## config.mk

```make
export PLATFORM = sky130hd
export DESIGN_NAME = mg_tx_lane_flat
export DESIGN_NICKNAME = d
export VERILOG_FILES = /design/src/rtl/mg_tx_lane_if.sv /design/src/rtl/mg_tx_lane.sv /design/src/flat_wrapper.sv
export SDC_FILE = /design/constraint.sdc
export NUM_CORES = 1
export LEC_CHECK = 0
export CAP_MARGIN = 10
export CORE_MARGIN = 5
export CORE_UTILIZATION = 50
export DETAILED_ROUTE_END_ITERATION = 6
export PLACE_DENSITY = 0.74
export SYNTH_ARGS = -nofsm -noshare
export SYNTH_HDL_FRONTEND = slang
export SYNTH_SLANG_ARGS = --single-unit
```

## constraint.sdc

```tcl
create_clock -name tx_clk -period 23.9 [get_ports tx_clk]
set_input_delay 3.585 -clock tx_clk [delete_from_list [all_inputs] [get_ports tx_clk]]
set_output_delay 3.585 -clock tx_clk [all_outputs]
set_load 0.05 [all_outputs]
```

## src/rtl/mg_tx_lane_if.sv

```systemverilog
// mg_tx_lane_if
// Purpose : valid/ready word stream from the TX packet formatter into the
//           lane buffer.
// Signals : tx_data_in   - payload word (DATA_W bits)
//           tx_valid_in  - payload word valid
//           tx_ready_out - lane buffer can accept a word this cycle
// Modports: master - word source (formatter / testbench)
//           slave  - word sink (mg_tx_lane)
interface mg_tx_lane_if #(
  parameter int DATA_W = 128
);
  logic [DATA_W-1:0] tx_data_in;
  logic              tx_valid_in;
  logic              tx_ready_out;

  modport master (output tx_data_in, output tx_valid_in, input tx_ready_out);
  modport slave  (input tx_data_in, input tx_valid_in, output tx_ready_out);
endinterface

```

## src/rtl/mg_tx_lane.sv

```systemverilog
// mg_tx_lane
// Purpose : buffers payload words in a small FIFO and drives a continuous
//           lane stream to the transceiver. Gaps are filled with IDLE_WORD
//           and an ALIGN_WORD marker is inserted after every enable and
//           then once per ALIGN_PERIOD output words (0 = only after enable).
// Ports   : tx_clk        - lane clock
//           reset_n       - asynchronous active-low reset
//           tx_enable     - lane enable, low keeps the lane quiet
//           tx_in         - payload stream (slave side of mg_tx_lane_if)
//           mg_tx_data    - word to transceiver
//           mg_tx_valid   - mg_tx_data valid
//           mg_tx_ctrl    - 1 = idle/alignment word, 0 = payload
//           fifo_level    - current FIFO occupancy
//           stat_idle_cnt - idle words emitted (wraps)
module mg_tx_lane #(
  parameter int                DATA_W       = 128,
  parameter int                FIFO_DEPTH   = 8,
  parameter int                ALIGN_PERIOD = 1024,
  parameter logic [DATA_W-1:0] IDLE_WORD    = {DATA_W{1'b0}},
  parameter logic [DATA_W-1:0] ALIGN_WORD   = {(DATA_W/8){8'hBC}}
) (
  input  logic                               tx_clk,
  input  logic                               reset_n,
  input  logic                               tx_enable,
  mg_tx_lane_if.slave                        tx_in,
  output logic [DATA_W-1:0]                  mg_tx_data,
  output logic                               mg_tx_valid,
  output logic                               mg_tx_ctrl,
  output logic [$clog2(FIFO_DEPTH+1)-1:0]    fifo_level,
  output logic [31:0]                        stat_idle_cnt
);

  localparam int PTR_W = $clog2(FIFO_DEPTH);
  localparam int LVL_W = $clog2(FIFO_DEPTH + 1);
  localparam int CNT_W = (ALIGN_PERIOD > 1) ? $clog2(ALIGN_PERIOD) : 1;
  localparam logic [CNT_W-1:0] ALIGN_LAST =
    (ALIGN_PERIOD > 0) ? CNT_W'(ALIGN_PERIOD - 1) : '0;
  localparam logic [LVL_W-1:0] LVL_FULL = LVL_W'(FIFO_DEPTH);

  typedef enum logic [1:0] {S_OFF, S_ALIGN, S_RUN} state_t;

  state_t            r_state;
  logic [DATA_W-1:0] r_mem [FIFO_DEPTH];
  logic [PTR_W-1:0]  r_wrPtr;
  logic [PTR_W-1:0]  r_rdPtr;
  logic [LVL_W-1:0]  r_level;
  logic [CNT_W-1:0]  r_alignCnt;
  logic [DATA_W-1:0] r_stgData;
  logic              r_stgValid;
  logic              r_stgCtrl;
  logic              r_stgIdle;
  logic [DATA_W-1:0] r_outData;
  logic              r_outValid;
  logic              r_outCtrl;
  logic [31:0]       r_idleCnt;

  logic w_ready;
  logic w_push;
  logic w_pop;
  logic w_empty;
  logic w_alignDue;

  // Ready comes from the registered level only, so a pop while full does
  // not open the input until the following cycle. Held low during reset.
  assign w_ready    = reset_n && (r_level != LVL_FULL);
  assign w_push     = tx_in.tx_valid_in && w_ready;
  assign w_empty    = (r_level == '0);
  assign w_alignDue = (ALIGN_PERIOD != 0) && (r_alignCnt == ALIGN_LAST);
  // A pop happens only on a payload slot: running, enabled, no marker due.
  assign w_pop      = (r_state == S_RUN) && tx_enable && !w_alignDue && !w_empty;

  assign tx_in.tx_ready_out = w_ready;
  assign mg_tx_data    = r_outData;
  assign mg_tx_valid   = r_outValid;
  assign mg_tx_ctrl    = r_outCtrl;
  assign fifo_level    = r_level;
  assign stat_idle_cnt = r_idleCnt;

  // Storage array carries no reset; the level/pointers define what is valid.
  always_ff @(posedge tx_clk) begin
    if (w_push) begin
      r_mem[r_wrPtr] <= tx_in.tx_data_in;
    end
  end

  // Pointers wrap naturally at the power-of-two depth; the level tells
  // full and empty apart.
  always_ff @(posedge tx_clk or negedge reset_n) begin
    if (!reset_n) begin
      r_wrPtr <= '0;
      r_rdPtr <= '0;
      r_level <= '0;
    end else begin
      if (w_push) r_wrPtr <= r_wrPtr + 1'b1;
      if (w_pop)  r_rdPtr <= r_rdPtr + 1'b1;
      if (w_push && !w_pop)      r_level <= r_level + 1'b1;
      else if (!w_push && w_pop) r_level <= r_level - 1'b1;
    end
  end

  // Word selection: the FSM decides one word per cycle into the stage
  // register, which then feeds the output register. The marker slot takes
  // priority over payload, payload over idle.
  always_ff @(posedge tx_clk or negedge reset_n) begin
    if (!reset_n) begin
      r_state    <= S_OFF;
      r_alignCnt <= '0;
      r_stgData  <= '0;
      r_stgValid <= 1'b0;
      r_stgCtrl  <= 1'b0;
      r_stgIdle  <= 1'b0;
    end else begin
      r_stgData  <= '0;
      r_stgValid <= 1'b0;
      r_stgCtrl  <= 1'b0;
      r_stgIdle  <= 1'b0;
      case (r_state)
        S_OFF: begin
          if (tx_enable) r_state <= S_ALIGN;
        end
        S_ALIGN: begin
          if (tx_enable) begin
            r_stgData  <= ALIGN_WORD;
            r_stgValid <= 1'b1;
            r_stgCtrl  <= 1'b1;
            r_alignCnt <= '0;
            r_state    <= S_RUN;
          end else begin
            r_state <= S_OFF;
          end
        end
        S_RUN: begin
          if (!tx_enable) begin
            r_state <= S_OFF;
          end else if (w_alignDue) begin
            r_stgData  <= ALIGN_WORD;
            r_stgValid <= 1'b1;
            r_stgCtrl  <= 1'b1;
            r_alignCnt <= '0;
          end else if (!w_empty) begin
            r_stgData  <= r_mem[r_rdPtr];
            r_stgValid <= 1'b1;
            r_alignCnt <= r_alignCnt + 1'b1;
          end else begin
            r_stgData  <= IDLE_WORD;
            r_stgValid <= 1'b1;
            r_stgCtrl  <= 1'b1;
            r_stgIdle  <= 1'b1;
            r_alignCnt <= r_alignCnt + 1'b1;
          end
        end
        default: r_state <= S_OFF;
      endcase
    end
  end

  // Output register; the idle statistic counts words as they leave.
  always_ff @(posedge tx_clk or negedge reset_n) begin
    if (!reset_n) begin
      r_outData  <= '0;
      r_outValid <= 1'b0;
      r_outCtrl  <= 1'b0;
      r_idleCnt  <= '0;
    end else begin
      r_outData  <= r_stgData;
      r_outValid <= r_stgValid;
      r_outCtrl  <= r_stgCtrl;
      if (r_stgIdle) r_idleCnt <= r_idleCnt + 32'd1;
    end
  end

endmodule

```

## src/flat_wrapper.sv

```systemverilog
// flat-port wrapper written by rule: the top's interface ports become plain ports
module mg_tx_lane_flat 
#(
  parameter int                DATA_W       = 128,
  parameter int                FIFO_DEPTH   = 8,
  parameter int                ALIGN_PERIOD = 1024,
  parameter logic [DATA_W-1:0] IDLE_WORD    = {DATA_W{1'b0}},
  parameter logic [DATA_W-1:0] ALIGN_WORD   = {(DATA_W/8){8'hBC}}
)
  (tx_clk, reset_n, tx_enable, mg_tx_data, mg_tx_valid, mg_tx_ctrl, fifo_level, stat_idle_cnt, tx_in_tx_data_in, tx_in_tx_valid_in, tx_in_tx_ready_out);
  mg_tx_lane_if #(.DATA_W(DATA_W)) tx_in_i ();
  input  logic tx_clk;
  input  logic reset_n;
  input  logic tx_enable;
  output logic [DATA_W-1:0] mg_tx_data;
  output logic mg_tx_valid;
  output logic mg_tx_ctrl;
  output logic [$clog2(FIFO_DEPTH+1)-1:0] fifo_level;
  output logic [31:0] stat_idle_cnt;
  input wire logic [$bits(tx_in_i.tx_data_in)-1:0] tx_in_tx_data_in;
  input wire logic [$bits(tx_in_i.tx_valid_in)-1:0] tx_in_tx_valid_in;
  output wire logic [$bits(tx_in_i.tx_ready_out)-1:0] tx_in_tx_ready_out;
  assign tx_in_i.tx_data_in = tx_in_tx_data_in;
  assign tx_in_i.tx_valid_in = tx_in_tx_valid_in;
  assign tx_in_tx_ready_out = tx_in_i.tx_ready_out;
  mg_tx_lane #(.DATA_W(DATA_W), .FIFO_DEPTH(FIFO_DEPTH), .ALIGN_PERIOD(ALIGN_PERIOD), .IDLE_WORD(IDLE_WORD), .ALIGN_WORD(ALIGN_WORD)) u_core (.tx_clk(tx_clk), .reset_n(reset_n), .tx_enable(tx_enable), .tx_in(tx_in_i), .mg_tx_data(mg_tx_data), .mg_tx_valid(mg_tx_valid), .mg_tx_ctrl(mg_tx_ctrl), .fifo_level(fifo_level), .stat_idle_cnt(stat_idle_cnt));
endmodule
```

==> flow_metrics.py, run 1 <==
metrics = {
    "sta": {
        "setup_tns_ns": 0,
        "setup_slack_ns": 15.08,
        "fmax_mhz": 113.3,
        "slew_headroom_pct": 24.03,
        "finalSetupViolations": 0,
        "fin_skew_ns": 0.02027,
        "finalCritPeriodShare_pct": 36.92,
        "min_period_ns": 8.824,
        "hold_ws_ns": 0.3373,
        "hold_viol_final": 0,
        "drv_slew": 0,
        "worstMarginPinSlew_ns": 1.140,
        "rsz0062_at_grt": "no",
    },
    "clock_tree": {
        "holdBufCountCts": 0,
        "clk_pin_slew_ns": 0.06,
        "post-cts-setup-buffer-count": 0,
        "clock_latency_ns": 0.74,
        "root_buffer": "clkbuf_16",
        "clock-sinks": 1339,
        "cts_tree": "yes",
        "cts_resized": 0,
        "htreeDepth": 4,
        "cts-buffers-inserted": 134,
        "clockBufferDepth": 3,
    },
    "place": {
        "place_ws_ns": 15.00,
        "placedCellCount": 3649,
        "gp_congestion": 0.7629,
        "port-buffer-count": 298,
        "post-dp-hpwl_microns": 54080,
    },
    "drt": {
        "first_iter_violations": 1907,
        "dr.pass1.iters": 5,
        "vias": 22090,
        "viasPerCell": 5.648,
        "antenna_left": 0,
        "routed_wl_microns": 100500,
        "wl_per_cell_microns": 25.70,
        "drc": 0,
    },
    "setup_path": {
        "setup.worst_path.class": "in2out",
        "critPathLaunchType": "input pin",
        "worstSetupEndpointType": "output pin",
        "crit_chain": "buf_8 > and2_1 > clkdlybuf4s50_1",
        "crit_required_ns": 20.32,
        "cpPeakStageDelay_ns": 0.82,
        "timing.rr.start": "u_core.r_rdPtr[1]",
        "ff2ff_path_depth": 6,
        "slowest_stage": "clkdlybuf4s50_1",
        "worstReg2RegEnd": "u_core.r_stgData[60]",
        "ff2ff_setup_slack_ns": 19.36,
        "cp.arrival_ns": 5.24,
        "crit_buf_inv": 2,
        "crit_family": "buffers and inverters",
        "crit_fanout": 96,
    },
    "cells_and_area": {
        "n_fill_cell": 6622,
        "post_layout_nonfiller_instances": 3910,
        "mostFrequentLayoutCell": "edfxtp_1",
        "drive_gt1_share_pct": 20.02,
        "nets": 2653,
        "final_cell_mix": "edfxtp_1, dfrtp_1, clkdlybuf4s50_1",
        "area_growth_pct": 18.43,
    },
    "power_and_ir_drop": {
        "powerDensity_mw_per_mm2": 113.3,
        "irDropWorstVdd_mv": 0.09820,
        "leakagePower_nw": 20.02,
    },
    "yosys": {
        "ys_ff_latch": 1339,
        "yosys_warnings": 0,
        "avgSynthCellArea_sq_um": 22.55,
        "synth-edff-count": 1024,
        "seq_area_frac_synth_pct": 79.96,
        "netlist_area_sq_mm": 0.04832,
        "syn_inst": 2143,
        "ys_types": 46,
        "ys_async_sr_fraction_pct": 23.53,
        "synthFlopType": "edfxtp_1",
        "syn_nets": 2286,
    },
    "floorplanning": {
        "core_area_sq_mm": 0.09628,
        "initial_core_util_pct": 50.18,
        "ioPinCount": 299,
        "die-area_sq_mm": 0.1029,
        "row_count": 114,
        "dieWidth_microns": 320.9,
        "die_y_microns": 320.9,
    },
    "global_route": {
        "grt_overflow_total": 0,
        "grtUsageTotal_pct": 19.73,
        "antenna_found_initial": 22,
        "grt_max_degree": 144,
        "grt_pass1_wl_microns": 151700,
        "grt_pass1_vias": 23390,
    },
    "min_path": {
        "min_to": "u_core.mg_tx_data[71]",
        "min_path_type": "reg2reg",
        "hp-start": "u_core.r_stgData[71]",
        "hold_depth": 0,
    },
    "flow_run": {
        "maxCapViolations": 0,
    },
    "outcome": {
        "status": "complete, no violations",
    },
}
[flip-flops by register name, summed over array words and instances (netlist names), 2 cells and up]
| register | cells |
|---|---|
| u_core.mg_tx_data | 128 |
| u_core.r_mem | 1024 |
| u_core.fifo_level | 4 |
| u_core.r_rdPtr | 3 |
| u_core.r_alignCnt | 10 |
| u_core.stat_idle_cnt | 32 |
| u_core.r_state | 2 |
| u_core.r_stgData | 128 |
| u_core.r_wrPtr | 3 |
[cells in the mapped netlist, types with 11 or more instances]
library cell | n | share of area [%]
nand3_1 | 13 | 0.13
o21ai_0 | 79 | 0.82
mux4_2 | 256 | 12
dfrtp_1 | 315 | 16
edfxtp_1 | 1024 | 64
xnor2_1 | 36 | 0.65
nand4_1 | 11 | 0.14
buf_6 | 20 | 0.47
buf_4 | 19 | 0.30
clkbuf_1 | 16 | 0.12
nand2_1 | 25 | 0.19
mux2i_1 | 130 | 2.7
nor2_1 | 67 | 0.52
buf_2 | 36 | 0.37
[how the worst max path moves through the flow]
stage / cells past startpoint / startpoint / end / slack (ns)
floorplan: 4 / tx_in_tx_valid_in / u_core.r_mem[0][0] / 10.51
global placement: 3 / reset_n / tx_in_tx_ready_out / 15.05
detailed placement: 3 / reset_n / tx_in_tx_ready_out / 15.00
CTS: 3 / reset_n / tx_in_tx_ready_out / 15.01
global route: 3 / reset_n / tx_in_tx_ready_out / 14.90
finish: 3 / reset_n / tx_in_tx_ready_out / 15.08
[worst reg2reg max path, cell delays in order (launching register included)]
cell and delay, ns:
dfrtp_4 0.64, buf_12 0.77, buf_4 1.07, buf_4 0.83, mux4_2 0.60, mux2i_1 0.32, o21ai_0 0.14
[per-layer routing]
metal | vias up | track usage, % | part of all wire [%]
met4 | 16 | 5.298 | 1.8
met3 | 143 | 4.600 | 6.9
met5 | - | 0 | 0.10
li1 | 9398 | - | -
met2 | 715 | 32.58 | 51
met1 | 11810 | 27.06 | 40
[where the power goes]
part           internal, mW  switching (mW)
Combinational         0.647           0.808
Sequential             2.76           0.135
Clock                  1.27           0.866
[final cells by class]
cell class / instances / area, sq um / share of cell area [%]
Antenna cell: 11 / 27.53 / 0.04811
Clock buffer: 191 / 3852 / 6.733
Clock inverter: 58 / 743.2 / 1.299
Inverter: 5 / 18.77 / 0.03280
Multi-Input combinational cell: 698 / 9071 / 15.85
Sequential cell: 1339 / 38640 / 67.53
Tap cell: 1276 / 1597 / 2.790
Timing Repair Buffer: 332 / 3268 / 5.711
[stage by stage]
step	utilization [%]	cell area [sq um]	total power, mW
floorplan	-	48320	4.013
global placement	54.62	52590	4.392
detailed placement	54.62	52590	4.420
CTS	59.40	57190	6.563
global route	59.41	57200	6.762
finish	59.43	57220	6.485
[kinds of logic after synthesis]
kind of cell	after synthesis	share of synthesized area [%]
xor gates and xnor gates	43	0.7795
and+or+nand+nor	154	1.665
AOI/OAI and AO/OA	98	1.119
adders and majority gates	11	0.3004
buffers and inverters	106	1.396
muxes	392	14.78
DFF	1339	79.96
Note: power is estimated with default switching activity, not from simulation.
==> run 2, diff against run 1 <==
--- a/config.mk
+++ b/config.mk
@@ -9,7 +9,7 @@
 export CORE_MARGIN = 5
 export CORE_UTILIZATION = 50
 export DETAILED_ROUTE_END_ITERATION = 6
-export PLACE_DENSITY = 0.74
+export PLACE_DENSITY = 0.77
 export SYNTH_ARGS = -nofsm -noshare
 export SYNTH_HDL_FRONTEND = slang
 export SYNTH_SLANG_ARGS = --single-unit
==> constraint.sdc (replaced) <==
create_clock -name tx_clk -period 7.6 [get_ports tx_clk]
set_input_delay 1.14 -clock tx_clk [delete_from_list [all_inputs] [get_ports tx_clk]]
set_output_delay 1.14 -clock tx_clk [all_outputs]
set_load 0.05 [all_outputs]
==> run 2 against run 1 <==
- non-clock buffer count down 7
- register-to-register slack worse by 15 ns
- sequential cell count unchanged
- via count up 0.88%
- sequential power rose to 3.2 times the previous value
- die area unchanged
- count of clock-buffer cells in the layout down 7
- combinational power rose to 3.1 times the previous value
- global-route usage up 0.48 points
==> flow_metrics.py, run 2 (synthesis results as in run 1) <==
metrics = {
    "cells_and_area": {
        "drive_gt1_share_pct": 19.72,
        "largest_register_ffs": 1024,
        "area_growth_pct": 18.17,
        "top_register": "u_core.r_mem",
        "nets": 2648,
        "n_fill_cell": 6534,
        "mostFrequentLayoutCell": "edfxtp_1",
        "final_cell_mix": "edfxtp_1, dfrtp_1, clkdlybuf4s50_1",
    },
    "setup_path": {
        "crit_required_ns": 7.93,
        "crit_fanout": 67,
        "setup.worst_path.class": "in2reg",
        "crit_chain": "buf_8 > and3_1 > nand2_1 > nor2_4 > buf_4",
        "cp.arrival_ns": 4.20,
        "slowest_stage": "buf_4",
        "critPathLaunchType": "input pin",
        "crit_family": "simple AND/OR/NAND/NOR gates",
        "crit_buf_inv": 2,
        "worstSetupEndpointType": "register",
        "cpPeakStageDelay_ns": 0.91,
    },
    "floorplanning": {
        "core_area_sq_mm": 0.09628,
        "dieWidth_microns": 320.9,
        "row_count": 114,
        "die_y_microns": 320.9,
        "die-area_sq_mm": 0.1029,
        "ioPinCount": 299,
        "initial_core_util_pct": 50.18,
    },
    "drt": {
        "dr.pass1.iters": 5,
        "vias": 22280,
        "routed_wl_microns": 103200,
        "antenna_left": 0,
        "wl_per_cell_microns": 26.40,
        "drc": 0,
        "viasPerCell": 5.697,
        "first_iter_violations": 2278,
    },
    "clock_tree": {
        "cts_tree": "yes",
        "clock_latency_ns": 0.73,
        "cts_resized": 0,
        "clk_pin_slew_ns": 0.06,
        "clock-sinks": 1339,
        "clockBufferDepth": 3,
        "post-cts-setup-buffer-count": 0,
        "htreeDepth": 4,
        "holdBufCountCts": 0,
        "cts-buffers-inserted": 136,
        "root_buffer": "clkbuf_16",
    },
    "sta": {
        "hold_viol_final": 0,
        "setup_tns_ns": 0,
        "worstMarginPinSlew_ns": 1.236,
        "rsz0062_at_grt": "no",
        "hold_ws_ns": 0.3419,
        "fin_skew_ns": 0.02494,
        "drv_slew": 0,
        "slew_headroom_pct": 17.60,
        "finalCritPeriodShare_pct": 51.01,
        "fmax_mhz": 257.9,
        "min_period_ns": 3.877,
        "finalSetupViolations": 0,
    },
    "min_path": {
        "min_path_type": "reg2reg",
    },
    "outcome": {
        "status": "complete, no violations",
    },
    "power_and_ir_drop": {
        "powerDensity_mw_per_mm2": 355.4,
        "leakagePower_nw": 19.93,
        "irDropWorstVdd_mv": 0.3134,
    },
    "place": {
        "port-buffer-count": 298,
        "post-dp-hpwl_microns": 55850,
        "gp_congestion": 0.7627,
    },
    "global_route": {
        "antenna_found_initial": 23,
        "grt_pass1_wl_microns": 154500,
        "grtUsageTotal_pct": 20.21,
        "grt_max_degree": 129,
        "grt_overflow_total": 0,
        "grt_pass1_vias": 23870,
    },
    "flow_run": {
        "maxCapViolations": 0,
    },
}
-- run 2: final timing paths --
kind                            slack, ns                      end            startpoint  cells after the start
max in group asynchronous            5.10     u_core.r_stgData[22]               reset_n                      3
worst min register to register       0.34    u_core.mg_tx_data[87]  u_core.r_stgData[87]                      0
worst max register to register       4.08      u_core.r_mem[3][22]  u_core.fifo_level[0]                      5
worst min-delay path                 0.34    u_core.mg_tx_data[87]  u_core.r_stgData[87]                      0
worst max-delay path                 3.72      u_core.r_mem[3][78]               reset_n                      5
min in group asynchronous            0.38  u_core.stat_idle_cnt[8]               reset_n                      1
-- run 2: layout make-up --
class                           instances  area, sq um  area share (%)
Multi-Input combinational cell        698         9084           15.91
Clock buffer                          184         3851           6.745
Sequential cell                      1339        38640           67.68
Antenna cell                           18        45.04         0.07889
Tap cell                             1276         1597           2.796
Inverter                                5        18.77         0.03287
Clock inverter                         66        593.1           1.039
Timing Repair Buffer                  325         3263           5.715
-- run 2: where the power goes --
part           switching, mW  internal [mW]  total [mW]
Clock                   2.70           3.84        6.54
Sequential             0.488           8.69        9.18
Combinational           2.53           2.04        4.58
Total                   5.72           14.6        20.3
-- run 2: through the flow --
stage | worst slack [ns] | cell area, sq um | cells | utilization (%) | total power [mW]
global route | 3.558 | 57070 | 3900 | 59.27 | 21.16
detailed placement | 2.944 | 52600 | 3642 | 54.63 | 13.92
CTS | 3.665 | 57040 | 3892 | 59.25 | 20.51
global placement | 3.032 | 52600 | 3642 | 54.63 | 13.81
finish | 3.723 | 57090 | 3911 | 59.30 | 20.29
floorplan | 0.09172 | 48330 | 2143 | - | 12.60
-- run 2: layer usage --
metal / share of wire [%] / wire (microns) / GRT usage, %
met1: 39 / 40660 / 26.79
met2: 51 / 52580 / 33.57
met3: 7.1 / 7313 / 5.078
met4: 2.6 / 2635 / 6.398
met5: 0.047 / 49 / 0
==> run 3, diff against run 2 <==
==> constraint.sdc (replaced) <==
create_clock -name tx_clk -period 3.3 [get_ports tx_clk]
set_input_delay 0.495 -clock tx_clk [delete_from_list [all_inputs] [get_ports tx_clk]]
set_output_delay 0.495 -clock tx_clk [all_outputs]
set_load 0.05 [all_outputs]
==> run 3 against run 2 <==
- non-clock buffer count increased by 36
- clock skew increased by 0.0060 ns
- clock power increased by 130%
- count of clock-buffer cells in the layout increased by 9
- sequential power increased by 130%
- critical path type is now reg2out
==> flow_metrics.py, run 3 (synthesis results as in run 1) <==
metrics = {
    "clock_tree": {
        "htreeDepth": 4,
        "clock-sinks": 1339,
        "clock_latency_ns": 0.73,
        "cts_tree": "yes",
        "clk_pin_slew_ns": 0.06,
        "cts_resized": 0,
        "clockBufferDepth": 3,
        "root_buffer": "clkbuf_16",
        "cts-buffers-inserted": 134,
    },
    "cells_and_area": {
        "drive_gt1_share_pct": 20.42,
        "final_cell_mix": "edfxtp_1, dfrtp_1, clkdlybuf4s50_1",
        "multi_input_area_sq_mm": 0.009099,
        "seqCellArea_sq_mm": 0.03865,
        "top_register": "u_core.r_mem",
        "area_growth_pct": 19.62,
        "mostFrequentLayoutCell": "edfxtp_1",
        "n_fill_cell": 6548,
        "largest_register_ffs": 1024,
        "nets": 2682,
    },
    "power_and_ir_drop": {
        "irDropWorstVdd_mv": 0.5545,
        "leakagePower_nw": 20.22,
        "powerDensity_mw_per_mm2": 814.0,
    },
    "setup_path": {
        "crit_fanout": 6,
        "setup.worst_path.class": "reg2out",
        "worstReg2RegEnd": "u_core.fifo_level[3]",
        "timing.rr.start": "u_core.r_alignCnt[0]",
        "crit_chain": "or4b_1 > and2_1 > clkdlybuf4s50_1",
        "ff2ff_path_depth": 12,
        "cp.arrival_ns": 2.57,
        "cpPeakStageDelay_ns": 0.70,
        "ff2ff_setup_slack_ns": 0.42,
        "crit_required_ns": 2.80,
        "slowest_stage": "clkdlybuf4s50_1",
        "worstSetupEndpointType": "output pin",
        "critPathLaunchType": "register",
    },
    "floorplanning": {
        "row_count": 114,
        "initial_core_util_pct": 50.18,
        "ioPinCount": 299,
        "die-area_sq_mm": 0.1029,
        "die_y_microns": 320.9,
        "core_area_sq_mm": 0.09628,
        "dieWidth_microns": 320.9,
    },
    "place": {
        "gp_congestion": 0.7590,
        "port-buffer-count": 298,
        "post-dp-hpwl_microns": 56690,
    },
    "global_route": {
        "grtUsageTotal_pct": 20.03,
        "grt_pass1_wl_microns": 153900,
        "grt_pass1_vias": 23970,
        "grt_overflow_total": 0,
        "antenna_found_initial": 22,
        "grt_max_degree": 139,
    },
    "sta": {
        "min_period_ns": 3.068,
        "worstMarginPinSlew_ns": 1.198,
        "fin_skew_ns": 0.03090,
        "drv_slew": 0,
        "hold_ws_ns": 0.3278,
        "setup_tns_ns": 0,
        "finalCritPeriodShare_pct": 92.96,
        "rsz0062_at_grt": "no",
        "hold_viol_final": 0,
        "fmax_mhz": 326.0,
        "slew_headroom_pct": 19.31,
        "finalSetupViolations": 0,
    },
    "flow_run": {
        "maxCapViolations": 0,
    },
    "drt": {
        "dr.pass1.iters": 5,
        "viasPerCell": 5.666,
        "vias": 22330,
        "first_iter_violations": 1954,
        "drc": 0,
        "wl_per_cell_microns": 25.98,
        "routed_wl_microns": 102400,
        "antenna_left": 0,
    },
    "min_path": {
        "min_to": "u_core.mg_tx_data[37]",
        "min_path_type": "reg2reg",
        "hp-start": "u_core.r_stgData[37]",
        "hold_depth": 0,
    },
    "outcome": {
        "status": "complete, no violations",
    },
}
==> run 3: cell types whose count changed in the layout (fill, tap and decap cells not counted), moves of 6 or more <==
cell / change
clkbuf_1: +15
clkbuf_16: -6
inv_6: -6
buf_12: +36
clkinvlp_4: -7
==> run 3: critical path, delay by kind of cell (launching register included) <==
kind / cells / cell delay, ns
AND/OR/NAND/NOR: 2 / 0.72
flip-flops: 1 / 0.44
buffers and inverters: 1 / 0.70
==> run 3: what timing repair did <==
action,in CTS,in global routing
setup buffers,0,0
hold endpoints to repair,136,0
hold buffers,1,0
==> run 3: layer usage <==
metal | vias to the layer above | GRT usage (%) | wire length, microns
li1 | 9455 | - | -
met1 | 11940 | 26.91 | 40730
met2 | 755 | 33.13 | 52230
met3 | 170 | 4.996 | 6868
met4 | 14 | 5.935 | 2464
met5 | - | 0 | 103
==> run 3: power by group <==
part	switching [mW]	total [mW]	internal [mW]
Sequential	1.00	21.0	20.0
Combinational	6.05	11.1	5.09
Clock	6.20	14.9	8.71
==> run 3: final cells by class <==
class / count / share of cell area [%]
timing repair buffer: 361 / 6.902
tap: 1276 / 2.762
sequential: 1339 / 66.87
clock inverter: 54 / 1.124
clock buffer: 193 / 6.501
multi-input combinational: 698 / 15.74
antenna: 15 / 0.06495
inverter: 5 / 0.03247
==> run 3: worst max-delay path by stage <==
stage | start | endpoint | slack, ns
finish | u_core.fifo_level[1] | tx_in_tx_ready_out | 0.23
global route | u_core.fifo_level[1] | tx_in_tx_ready_out | 0.1
CTS | u_core.fifo_level[1] | tx_in_tx_ready_out | 0.16
detailed placement | tx_enable | u_core.fifo_level[3] | 0.38
global placement | tx_enable | u_core.fifo_level[3] | 0.43
floorplan | u_core.fifo_level[0] | u_core.r_mem[0][0] | -1.33
==> run 3: metrics by stage <==
stage | total power [mW] | utilization (%) | cell area [sq um] | setup WS (ns) | std cells
after floorplan | 28.96 | - | 48410 | -1.333 | 2143
after global placement | 32.29 | 55.40 | 53340 | 0.4290 | 3678
after detailed placement | 32.59 | 55.40 | 53340 | 0.3798 | 3678
after CTS | 47.62 | 59.99 | 57760 | 0.1609 | 3926
after global routing | 49.06 | 60.00 | 57770 | 0.09954 | 3931
final | 47.05 | 60.03 | 57800 | 0.2322 | 3941
